**config.mk**
```make
export PLATFORM = sky130hd
export DESIGN_NAME = apb_master_flat
export DESIGN_NICKNAME = d
export VERILOG_FILES = /design/src/rtl/apb_pkg.sv /design/src/rtl/apb_master_if.sv /design/src/rtl/apb_addr_decoder.sv /design/src/rtl/apb_master.sv /design/src/flat_wrapper.sv
export SDC_FILE = /design/constraint.sdc
export NUM_CORES = 1
export LEC_CHECK = 0
export BUFFER_PORTS_ARGS = -buffer_cell sky130_fd_sc_hd__buf_4
export CORE_MARGIN = 4
export CORE_UTILIZATION = 40
export DETAILED_ROUTE_END_ITERATION = 6
export GPL_TIMING_DRIVEN = 0
export PLACE_DENSITY_LB_ADDON = 0.2
export SLEW_MARGIN = 20
export SYNTH_ARGS = -nofsm -noshare
export SYNTH_HDL_FRONTEND = slang
export SYNTH_SLANG_ARGS = --single-unit
```
**constraint.sdc**
```tcl
create_clock -name clk -period 2.3 [get_ports clk]
set_input_delay 0.23 -clock clk [delete_from_list [all_inputs] [get_ports clk]]
set_output_delay 0.23 -clock clk [all_outputs]
set_load 0.03 [all_outputs]
```
**src/rtl/apb_pkg.sv**
```systemverilog
// Shared APB definitions: FSM encoding, default address map and read strobe value.
// Also used by the RISC-V/APB wrapper and the peripheral-side address map.
package apb_pkg;

  typedef enum logic [1:0] {
    StIdle   = 2'd0,
    StSetup  = 2'd1,
    StAccess = 2'd2,
    StDone   = 2'd3
  } apb_state_e;

  localparam int unsigned APB_BASE_DEFAULT    = 1000;
  localparam int unsigned SLAVE_SHIFT_DEFAULT = 8;

  localparam logic [3:0] PSTRB_READ = 4'b0000;

  // Width of a slave index; never zero so single-slave builds still elaborate.
  function automatic int unsigned idx_width(input int unsigned num_slaves);
    return (num_slaves > 1) ? $clog2(num_slaves) : 1;
  endfunction

endpackage

```
**src/rtl/apb_master_if.sv**
```systemverilog
// APB peripheral bus as seen by one master and NUM_SLAVES slaves.
// Read data / ready / error are per-slave vectors; the master picks the selected slice.
interface apb_master_if #(
  parameter int unsigned NUM_SLAVES = 4
);

  logic [NUM_SLAVES-1:0]    PSEL;
  logic                     PENABLE;
  logic                     PWRITE;
  logic [31:0]              PADDR;
  logic [31:0]              PWDATA;
  logic [3:0]               PSTRB;
  logic [32*NUM_SLAVES-1:0] PRDATA_ALL;
  logic [NUM_SLAVES-1:0]    PREADY_ALL;
  logic [NUM_SLAVES-1:0]    PSLVERR_ALL;

  modport master (
    output PSEL, PENABLE, PWRITE, PADDR, PWDATA, PSTRB,
    input  PRDATA_ALL, PREADY_ALL, PSLVERR_ALL
  );

  modport slave (
    input  PSEL, PENABLE, PWRITE, PADDR, PWDATA, PSTRB,
    output PRDATA_ALL, PREADY_ALL, PSLVERR_ALL
  );

endinterface

```
**src/rtl/apb_addr_decoder.sv**
```systemverilog
// Combinational byte address -> {slave index, in-window offset, decode error}.
// Shared with the peripheral-side address map so both agree on the window layout.
module apb_addr_decoder
  import apb_pkg::*;
#(
  parameter int unsigned NUM_SLAVES  = 4,
  parameter int unsigned APB_BASE    = APB_BASE_DEFAULT,
  parameter int unsigned SLAVE_SHIFT = SLAVE_SHIFT_DEFAULT,
  localparam int unsigned IdxW       = idx_width(NUM_SLAVES)
) (
  input  logic [31:0]     addr,
  output logic [IdxW-1:0] idx,
  output logic [31:0]     offset,
  output logic            decode_err
);

  logic [31:0] off;
  logic [31:0] idx_full;

  // Underflow is judged on the raw address; the wrapped difference is never trusted.
  always_comb begin
    off        = addr - 32'(APB_BASE);
    idx_full   = off >> SLAVE_SHIFT;
    offset     = off & ((32'd1 << SLAVE_SHIFT) - 32'd1);
    idx        = idx_full[IdxW-1:0];
    decode_err = (addr < 32'(APB_BASE)) || (idx_full >= 32'(NUM_SLAVES));
  end

endmodule

```
**src/rtl/apb_master.sv**
```systemverilog
// APB3/APB4 master behind the RISC-V/APB wrapper: decodes the target slave, runs
// SETUP/ACCESS, and returns a one-cycle READY with SLVERR and read data.
module apb_master
  import apb_pkg::*;
#(
  parameter int unsigned NUM_SLAVES     = 4,
  parameter int unsigned APB_BASE       = APB_BASE_DEFAULT,
  parameter int unsigned SLAVE_SHIFT    = SLAVE_SHIFT_DEFAULT,
  parameter int unsigned TIMEOUT_CYCLES = 16
) (
  input  logic         clk,
  input  logic         rst,
  input  logic         transfer,
  input  logic         SWRITE,
  input  logic [31:0]  SADDR,
  input  logic [31:0]  SWDATA,
  input  logic [3:0]   SSTRB,
  output logic         READY,
  output logic         SLVERR,
  output logic [31:0]  RDATA,
  apb_master_if.master apb
);

  localparam int unsigned IdxW = idx_width(NUM_SLAVES);
  localparam int unsigned CntW = (TIMEOUT_CYCLES > 1) ? $clog2(TIMEOUT_CYCLES) : 1;

  apb_state_e      state_q;
  logic            armed_q;
  logic [CntW-1:0] cnt_q;
  logic            write_q;
  logic [IdxW-1:0] idx_q;

  logic [IdxW-1:0] dec_idx;
  logic [31:0]     dec_off;
  logic            dec_err;

  apb_addr_decoder #(
    .NUM_SLAVES  (NUM_SLAVES),
    .APB_BASE    (APB_BASE),
    .SLAVE_SHIFT (SLAVE_SHIFT)
  ) u_decoder (
    .addr       (SADDR),
    .idx        (dec_idx),
    .offset     (dec_off),
    .decode_err (dec_err)
  );

  always_ff @(posedge clk or negedge rst) begin
    if (!rst) begin
      state_q     <= StIdle;
      armed_q     <= 1'b1;
      cnt_q       <= '0;
      write_q     <= 1'b0;
      idx_q       <= '0;
      READY       <= 1'b0;
      SLVERR      <= 1'b0;
      RDATA       <= '0;
      apb.PSEL    <= '0;
      apb.PENABLE <= 1'b0;
      apb.PWRITE  <= 1'b0;
      apb.PADDR   <= '0;
      apb.PWDATA  <= '0;
      apb.PSTRB   <= '0;
    end else begin
      READY <= 1'b0;
      // The wrapper holds transfer one cycle past READY; only a low cycle re-arms.
      if (!transfer) begin
        armed_q <= 1'b1;
      end

      unique case (state_q)
        StIdle: begin
          if (transfer && armed_q) begin
            write_q     <= SWRITE;
            idx_q       <= dec_idx;
            apb.PWRITE  <= SWRITE;
            apb.PADDR   <= dec_off;
            apb.PWDATA  <= SWRITE ? SWDATA : 32'd0;
            apb.PSTRB   <= SWRITE ? SSTRB : PSTRB_READ;
            if (dec_err) begin
              state_q <= StDone;
              READY   <= 1'b1;
              SLVERR  <= 1'b1;
              if (!SWRITE) begin
                RDATA <= '0;
              end
            end else begin
              state_q  <= StSetup;
              apb.PSEL <= NUM_SLAVES'(1) << dec_idx;
            end
          end
        end

        StSetup: begin
          apb.PENABLE <= 1'b1;
          state_q     <= StAccess;
        end

        StAccess: begin
          if (apb.PREADY_ALL[idx_q]) begin
            SLVERR <= apb.PSLVERR_ALL[idx_q];
            if (!write_q) begin
              RDATA <= apb.PSLVERR_ALL[idx_q] ? 32'd0 : apb.PRDATA_ALL[32*int'(idx_q) +: 32];
            end
            READY       <= 1'b1;
            apb.PSEL    <= '0;
            apb.PENABLE <= 1'b0;
            state_q     <= StDone;
          end else if (cnt_q == CntW'(TIMEOUT_CYCLES - 1)) begin
            SLVERR <= 1'b1;
            if (!write_q) begin
              RDATA <= '0;
            end
            READY       <= 1'b1;
            apb.PSEL    <= '0;
            apb.PENABLE <= 1'b0;
            state_q     <= StDone;
          end else begin
            cnt_q <= cnt_q + CntW'(1);
          end
        end

        StDone: begin
          SLVERR  <= 1'b0;
          armed_q <= 1'b0;
          cnt_q   <= '0;
          state_q <= StIdle;
        end

        default: state_q <= StIdle;
      endcase
    end
  end

endmodule

```
**src/flat_wrapper.sv**
```systemverilog
// flat-port wrapper written by rule: the top's interface ports become plain ports
module apb_master_flat import apb_pkg::*;
#(
  parameter int unsigned NUM_SLAVES     = 4,
  parameter int unsigned APB_BASE       = APB_BASE_DEFAULT,
  parameter int unsigned SLAVE_SHIFT    = SLAVE_SHIFT_DEFAULT,
  parameter int unsigned TIMEOUT_CYCLES = 16
)
  (clk, rst, transfer, SWRITE, SADDR, SWDATA, SSTRB, READY, SLVERR, RDATA, apb_PSEL, apb_PENABLE, apb_PWRITE, apb_PADDR, apb_PWDATA, apb_PSTRB, apb_PRDATA_ALL, apb_PREADY_ALL, apb_PSLVERR_ALL);
  apb_master_if #(.NUM_SLAVES(NUM_SLAVES)) apb_i ();
  input  logic clk;
  input  logic rst;
  input  logic transfer;
  input  logic SWRITE;
  input  logic [31:0] SADDR;
  input  logic [31:0] SWDATA;
  input  logic [3:0] SSTRB;
  output logic READY;
  output logic SLVERR;
  output logic [31:0] RDATA;
  output wire logic [$bits(apb_i.PSEL)-1:0] apb_PSEL;
  output wire logic [$bits(apb_i.PENABLE)-1:0] apb_PENABLE;
  output wire logic [$bits(apb_i.PWRITE)-1:0] apb_PWRITE;
  output wire logic [$bits(apb_i.PADDR)-1:0] apb_PADDR;
  output wire logic [$bits(apb_i.PWDATA)-1:0] apb_PWDATA;
  output wire logic [$bits(apb_i.PSTRB)-1:0] apb_PSTRB;
  input wire logic [$bits(apb_i.PRDATA_ALL)-1:0] apb_PRDATA_ALL;
  input wire logic [$bits(apb_i.PREADY_ALL)-1:0] apb_PREADY_ALL;
  input wire logic [$bits(apb_i.PSLVERR_ALL)-1:0] apb_PSLVERR_ALL;
  assign apb_PSEL = apb_i.PSEL;
  assign apb_PENABLE = apb_i.PENABLE;
  assign apb_PWRITE = apb_i.PWRITE;
  assign apb_PADDR = apb_i.PADDR;
  assign apb_PWDATA = apb_i.PWDATA;
  assign apb_PSTRB = apb_i.PSTRB;
  assign apb_i.PRDATA_ALL = apb_PRDATA_ALL;
  assign apb_i.PREADY_ALL = apb_PREADY_ALL;
  assign apb_i.PSLVERR_ALL = apb_PSLVERR_ALL;
  apb_master #(.NUM_SLAVES(NUM_SLAVES), .APB_BASE(APB_BASE), .SLAVE_SHIFT(SLAVE_SHIFT), .TIMEOUT_CYCLES(TIMEOUT_CYCLES)) u_core (.clk(clk), .rst(rst), .transfer(transfer), .SWRITE(SWRITE), .SADDR(SADDR), .SWDATA(SWDATA), .SSTRB(SSTRB), .READY(READY), .SLVERR(SLVERR), .RDATA(RDATA), .apb(apb_i));
endmodule
```
---- Yosys cells after proc, flatten, opt, wreduce, memory -nomap -nowiden ----
Cells that the tools add are included.
Widths: inputs -> output; s select.
storage, ports and cells
  flip-flop bits (word level) ............. 93
  input bits .............................. 208
  output and inout bits ................... 108
  word-level logic and storage cells ...... 90
cells by class
  add/subtract/negate cells ............... 2
  order comparisons ....................... 3
  equal/unequal tests ..................... 13
  shifts and indexed selects .............. 2
  muxes and demuxes ....................... 43
  reductions and logical operators ........ 14
operators with widths
  operator                number
  $mux 32                 9
  $shiftx 128x8->32       1
  $pmux 32 s2             1
  $lt 32x10->1 const B    1
  $sub 32x10->32 const B  1
  $mux 4                  7
  $ge 24x3->1 const B     1
  $pmux 4 s2              2
  $mux 1                  14
  $ne 2x2->1 const B      5
  $mux 2                  4
  $pmux 2 s4              1
  $reduce_and 4->1        2
  $ne 2x1->1 const B      3
  $reduce_and 2->1        3
  $reduce_and 6->1        1
  $reduce_bool 2->1       3
  $add 4x1->4 const B     1
  $bmux 1 s2              2
  $eq 2x2->1 const B      2
  $eq 4x4->1 const B      1
  $pmux 1 s2              2
  $shl 1x2->4 const A     1
  $lt 2x3->1 const B      1
  other kinds (8)         8

---- Logic depth before layout (Yosys ltp) ----
  depth after elaboration ................. 6
  mapped depth ............................ 10
  depth with buffers taken out ............ 9

---- By module ----
From an unflattened synthesis, not the netlist that was laid out.
unflattened totals
  cells, all modules ...................... 608
  area, all modules ....................... 6238.5 um^2
modules (own cells, without submodules)
  module            instances  cells an instance  area an instance (um^2)
  apb_master        1          531                5724.2
  apb_addr_decoder  1          77                 514.2

---- Worst setup path after synthesis ----
No wires, ideal clock.
  kind .................................... input-to-reg
  start point ............................. input port SADDR[17]
  end point ............................... register u_core.RDATA[1]
  arrival ................................. 2466 ps
  path slack .............................. -287 ps
  stages .................................. 8
  path buffers ............................ 1
  cell sequence ........................... or4_4 or4_4 o41ai_4 o211ai_4 nor3_4 o41ai_4 buf_6 a22o_1
between the ends
  cells in the longest elaborated chain, start to end .. 5
RTL lines
  item                            line                    RTL
  start: declaration              flat_wrapper.sv:15      input logic [31:0] SADDR;
  $sub 32x10->32                  apb_addr_decoder.sv:22  off = addr - 32'(APB_BASE);
  $ge 24x3->1                     apb_addr_decoder.sv:26  decode_err = (addr < 32'(APB_BASE)) || (idx_full >= 32'(NUM_SLAVES));
  $logic_or 1x1->1 (*)            apb_addr_decoder.sv:26
  $ne 2x1->1 (no line) (*)        n/a
  $reduce_and 6->1 (no line) (*)  n/a
  end signal: assignment          apb_master.sv:103       RDATA <= apb.PSLVERR_ALL[idx_q] ? 32'd0 : apb.PRDATA_ALL[32*int'(idx_q) +: 32];
  end: declaration                apb_master.sv:20        output logic [31:0] RDATA,
Mark *: on every way between the ends. The rest lies on a longest branch, timed or not.
A chain may end at the register's enable or synchronous reset.

---- Final worst setup path ----
  start point ............................. input port SADDR[17]
  end point ............................... register u_core.RDATA[16]
The elaborated chain is that of the path after synthesis.

==> impl_metrics.toml <==
[run_status]
violations = "negative hold slack, negative setup slack"
status = "finished, violations left"

[routing]
route.detailed.drc = 0
wl_um = 18700
via_per_inst = 5.25
post_drt_wl_per_cell_um = 18.8
postRouteAntennaNets = 0
firstDrtPassIters = 4
first_iter_violations = 359
vias = 5210

[synthesis]
syn_avg_cell_area_um2 = 10.9
synth_common_cells = "nand2_1 (93), dfrtp_1 (92), o21ai_0 (52)"
synth_largest_area_cell = "dfrtp_1"
syn_inst = 482
ys_warn_count = 0
synth_enable_flop_cells = 0
synth_top_area_share = 0.437
ys_async_sr_fraction = 1.00
netlist-cell-type-count = 52
synth_seq_cells = 93
synth_area_um2 = 5260
ys_seq_area_frac = 0.442
ys_top_cells_by_area = "dfrtp_1 (44%), mux4_2 (15%), nand2_1 (6.6%)"
ys.flop_type = "dfrtp_1"
synth.most_common_cell = "nand2_1"

[global_routing]
grtUsageTotal = 0.234
use_met1 = 0.283
met2_usage = 0.413
grt_pass1_wl_um = 27300
antenna_found_initial = 0
gr-total-overflow = 0
met3_usage = 0.0521
grt_pass1_vias = 5306
grt_max_degree = 94
grt_busiest_layer = "met2"

[cts]
clockBufferDepth = 2
cts_tree = "done"
clk_pin_slew_worst_paths_ns = 0.07
numCtsBuffers = 9
cts_sinks = 93
htreeDepth = 3
clkLatencyLatePin_ns = 0.34
ctsRootBufferMaster = "clkbuf_16"

[setup_path]
crit_type = "primary input to register"
endpoint_kind = "register"
cp.required_ns = 2.53
cp.arrival_ns = 2.76
rrSetupSlack_ns = -0.09
r2r-start = "u_core.idx_q[0]"
critPathLaunchType = "primary input"
r2r_end = "u_core.RDATA[16]"
r2r_cells = 10
critPathMaxFanout = 7

[cells_and_area]
multi_input_area_um2 = 2740
fin_util = 0.645
area_growth_pct = 56.5
drive_gt1_frac = 0.507
num-fill-cells = 1034
design_area_um2 = 8240
fin_nets = 1029
antennaDiodeCount = 0
register_area_um2 = 2330

[sta]
tightestPinTransition_ns = 0.838
hold_violations = 28
max_freq_mhz = 396
grt_setup_unrepaired = "true"
slew_viol_final = 0
hold_slack_ns = -0.0326
fin_crit_sh = 1.10
worst_slack_ns = -0.227
fin_crit_ns = 2.53
slew_headroom = 0.441
finalClockSkew_ns = 0.00794
fin_setup_tns_ns = -7.16
setup_viol_count_final = 38

[floorplanning]
dieWidth_um = 123
start_util = 0.412
ios = 316
fp.dieH_um = 123
dieArea_um2 = 15100
core_um2 = 12800
row_count = 41

[run]
drv_cap = 0

[power]
power.switching_mw = 3.67
powerDensity_nw_per_um2 = 1060
seq_power_share = 0.287
internal_power_mw = 5.10
leakagePower_nw = 4.05
comb_power_share = 0.543
p_clk_frac = 0.170
peakVddDrop_mv = 0.628
swShare = 0.418

[worst_hold_path]
hp-class = "primary input to async pin"

[placed_design]
place_congestion = 0.855
placed_area_um2 = 7750
io_buffers = 291
dp_hpwl_um = 15000
-- sequential cells by signal, summed over array words and instances (netlist names) --
register,count
u_core.apb.PWRITE,1
u_core.apb.PADDR,8
u_core.idx_q,2
u_core.apb.PSEL,4
u_core.apb.PWDATA,32
u_core.apb.PENABLE,1
u_core.apb.PSTRB,4
u_core.cnt_q,4
u_core.SLVERR,1
u_core.RDATA,32
u_core.state_q,2
u_core.READY,1
u_core.armed_q,1
-- power groups by stage --
stage | clock (mW) | sequential, mW | combinational (mW)
2_1_floorplan | 0 | 3.38 | 2.03
3_3_place_gp | 0 | 2.48 | 4.55
3_5_place_dp | 0 | 2.51 | 4.63
4_1_cts | 1.53 | 2.51 | 4.75
5_1_grt | 1.60 | 2.58 | 5.08
6_report | 1.49 | 2.52 | 4.76
-- area by class of cell --
cell class | count | share of cell area
plain buffers | 51 | 0.0409
clock buffers | 11 | 0.0295
clock inverters | 5 | 0.00699
repair buffers | 302 | 0.278
multi-input cells | 349 | 0.332
well taps | 172 | 0.0261
inverters | 9 | 0.00410
flip-flops and latches | 93 | 0.283
-- worst max-delay path by stage --
stage,start,endpoint,slack (ns),cells past startpoint
final,SADDR[17],u_core.RDATA[16],-0.23,10
after global routing,SADDR[17],u_core.RDATA[6],-0.33,11
after CTS,SADDR[17],u_core.RDATA[10],-0.21,10
after detailed placement,SADDR[17],u_core.RDATA[10],-0.62,9
after global placement,SADDR[17],u_core.RDATA[8],-0.63,9
after floorplan,SADDR[17],u_core.RDATA[1],-0.29,8
-- routing by layer --
layer / vias to the layer above / routed length, um
li1: 2408 / -
met1: 2507 / 6900
met2: 267 / 9790
met3: 28 / 1530
met4: 0 / 462
met5: - / 0
-- critical path, stage by stage --
cell      delay [ns]
buf_6           0.09
or4_4           0.55
or4_4           0.52
o41ai_4         0.40
o211ai_4        0.16
nor3_4          0.20
o41ai_4         0.11
buf_6           0.15
buf_4           0.16
a22o_1          0.19
-- cells by family (layout without fill, tap and decap cells) --
logic type	count (synthesis)	in the layout	share of synthesized area
other cells	1	24	0.000712
xor+xnor	8	8	0.0133
flops	93	93	0.442
simple gates	149	149	0.135
fa+ha+maj	6	6	0.0143
buf+inv	63	378	0.0696
mux	41	41	0.160
compound gates	121	121	0.165
-- stage by stage --
stage,std cells,setup slack [ns],total power [mW]
6_report,992,-0.227,8.77
5_1_grt,992,-0.328,9.26
4_1_cts,991,-0.208,8.79
3_5_place_dp,968,-0.619,7.13
3_3_place_gp,968,-0.626,7.03
2_1_floorplan,505,-0.286,5.41
-- cells in the final DEF, fill, tap and decap left out, drive strengths merged, types with 4 or more instances in the layout --
| master | Yosys | routed |
|---|---|---|
| buf | 36 | 338 |
| nand2 | 93 | 93 |
| dfrtp | 92 | 92 |
| o21ai | 55 | 55 |
| mux4 | 34 | 34 |
| a22o | 33 | 33 |
| clkbuf | 18 | 26 |
| conb | 1 | 24 |
| nor2 | 12 | 12 |
| inv | 9 | 10 |
| a21oi | 9 | 9 |
| nand3 | 8 | 8 |
| nor4 | 8 | 8 |
| ha | 6 | 6 |
| nand4 | 5 | 5 |
| xor2 | 5 | 5 |
| mux2 | 5 | 5 |
| nor3 | 5 | 5 |
| o2bb2ai | 4 | 4 |
-- timing repair --
item	CTS	global route
setup buffers	7	2
hold buffers	0	0
cloned	2	0
gates resized for setup	19	8
pin swaps	13	7
endpoints found under the setup margin	57	49
Note: power is estimated with default switching activity, not from simulation.
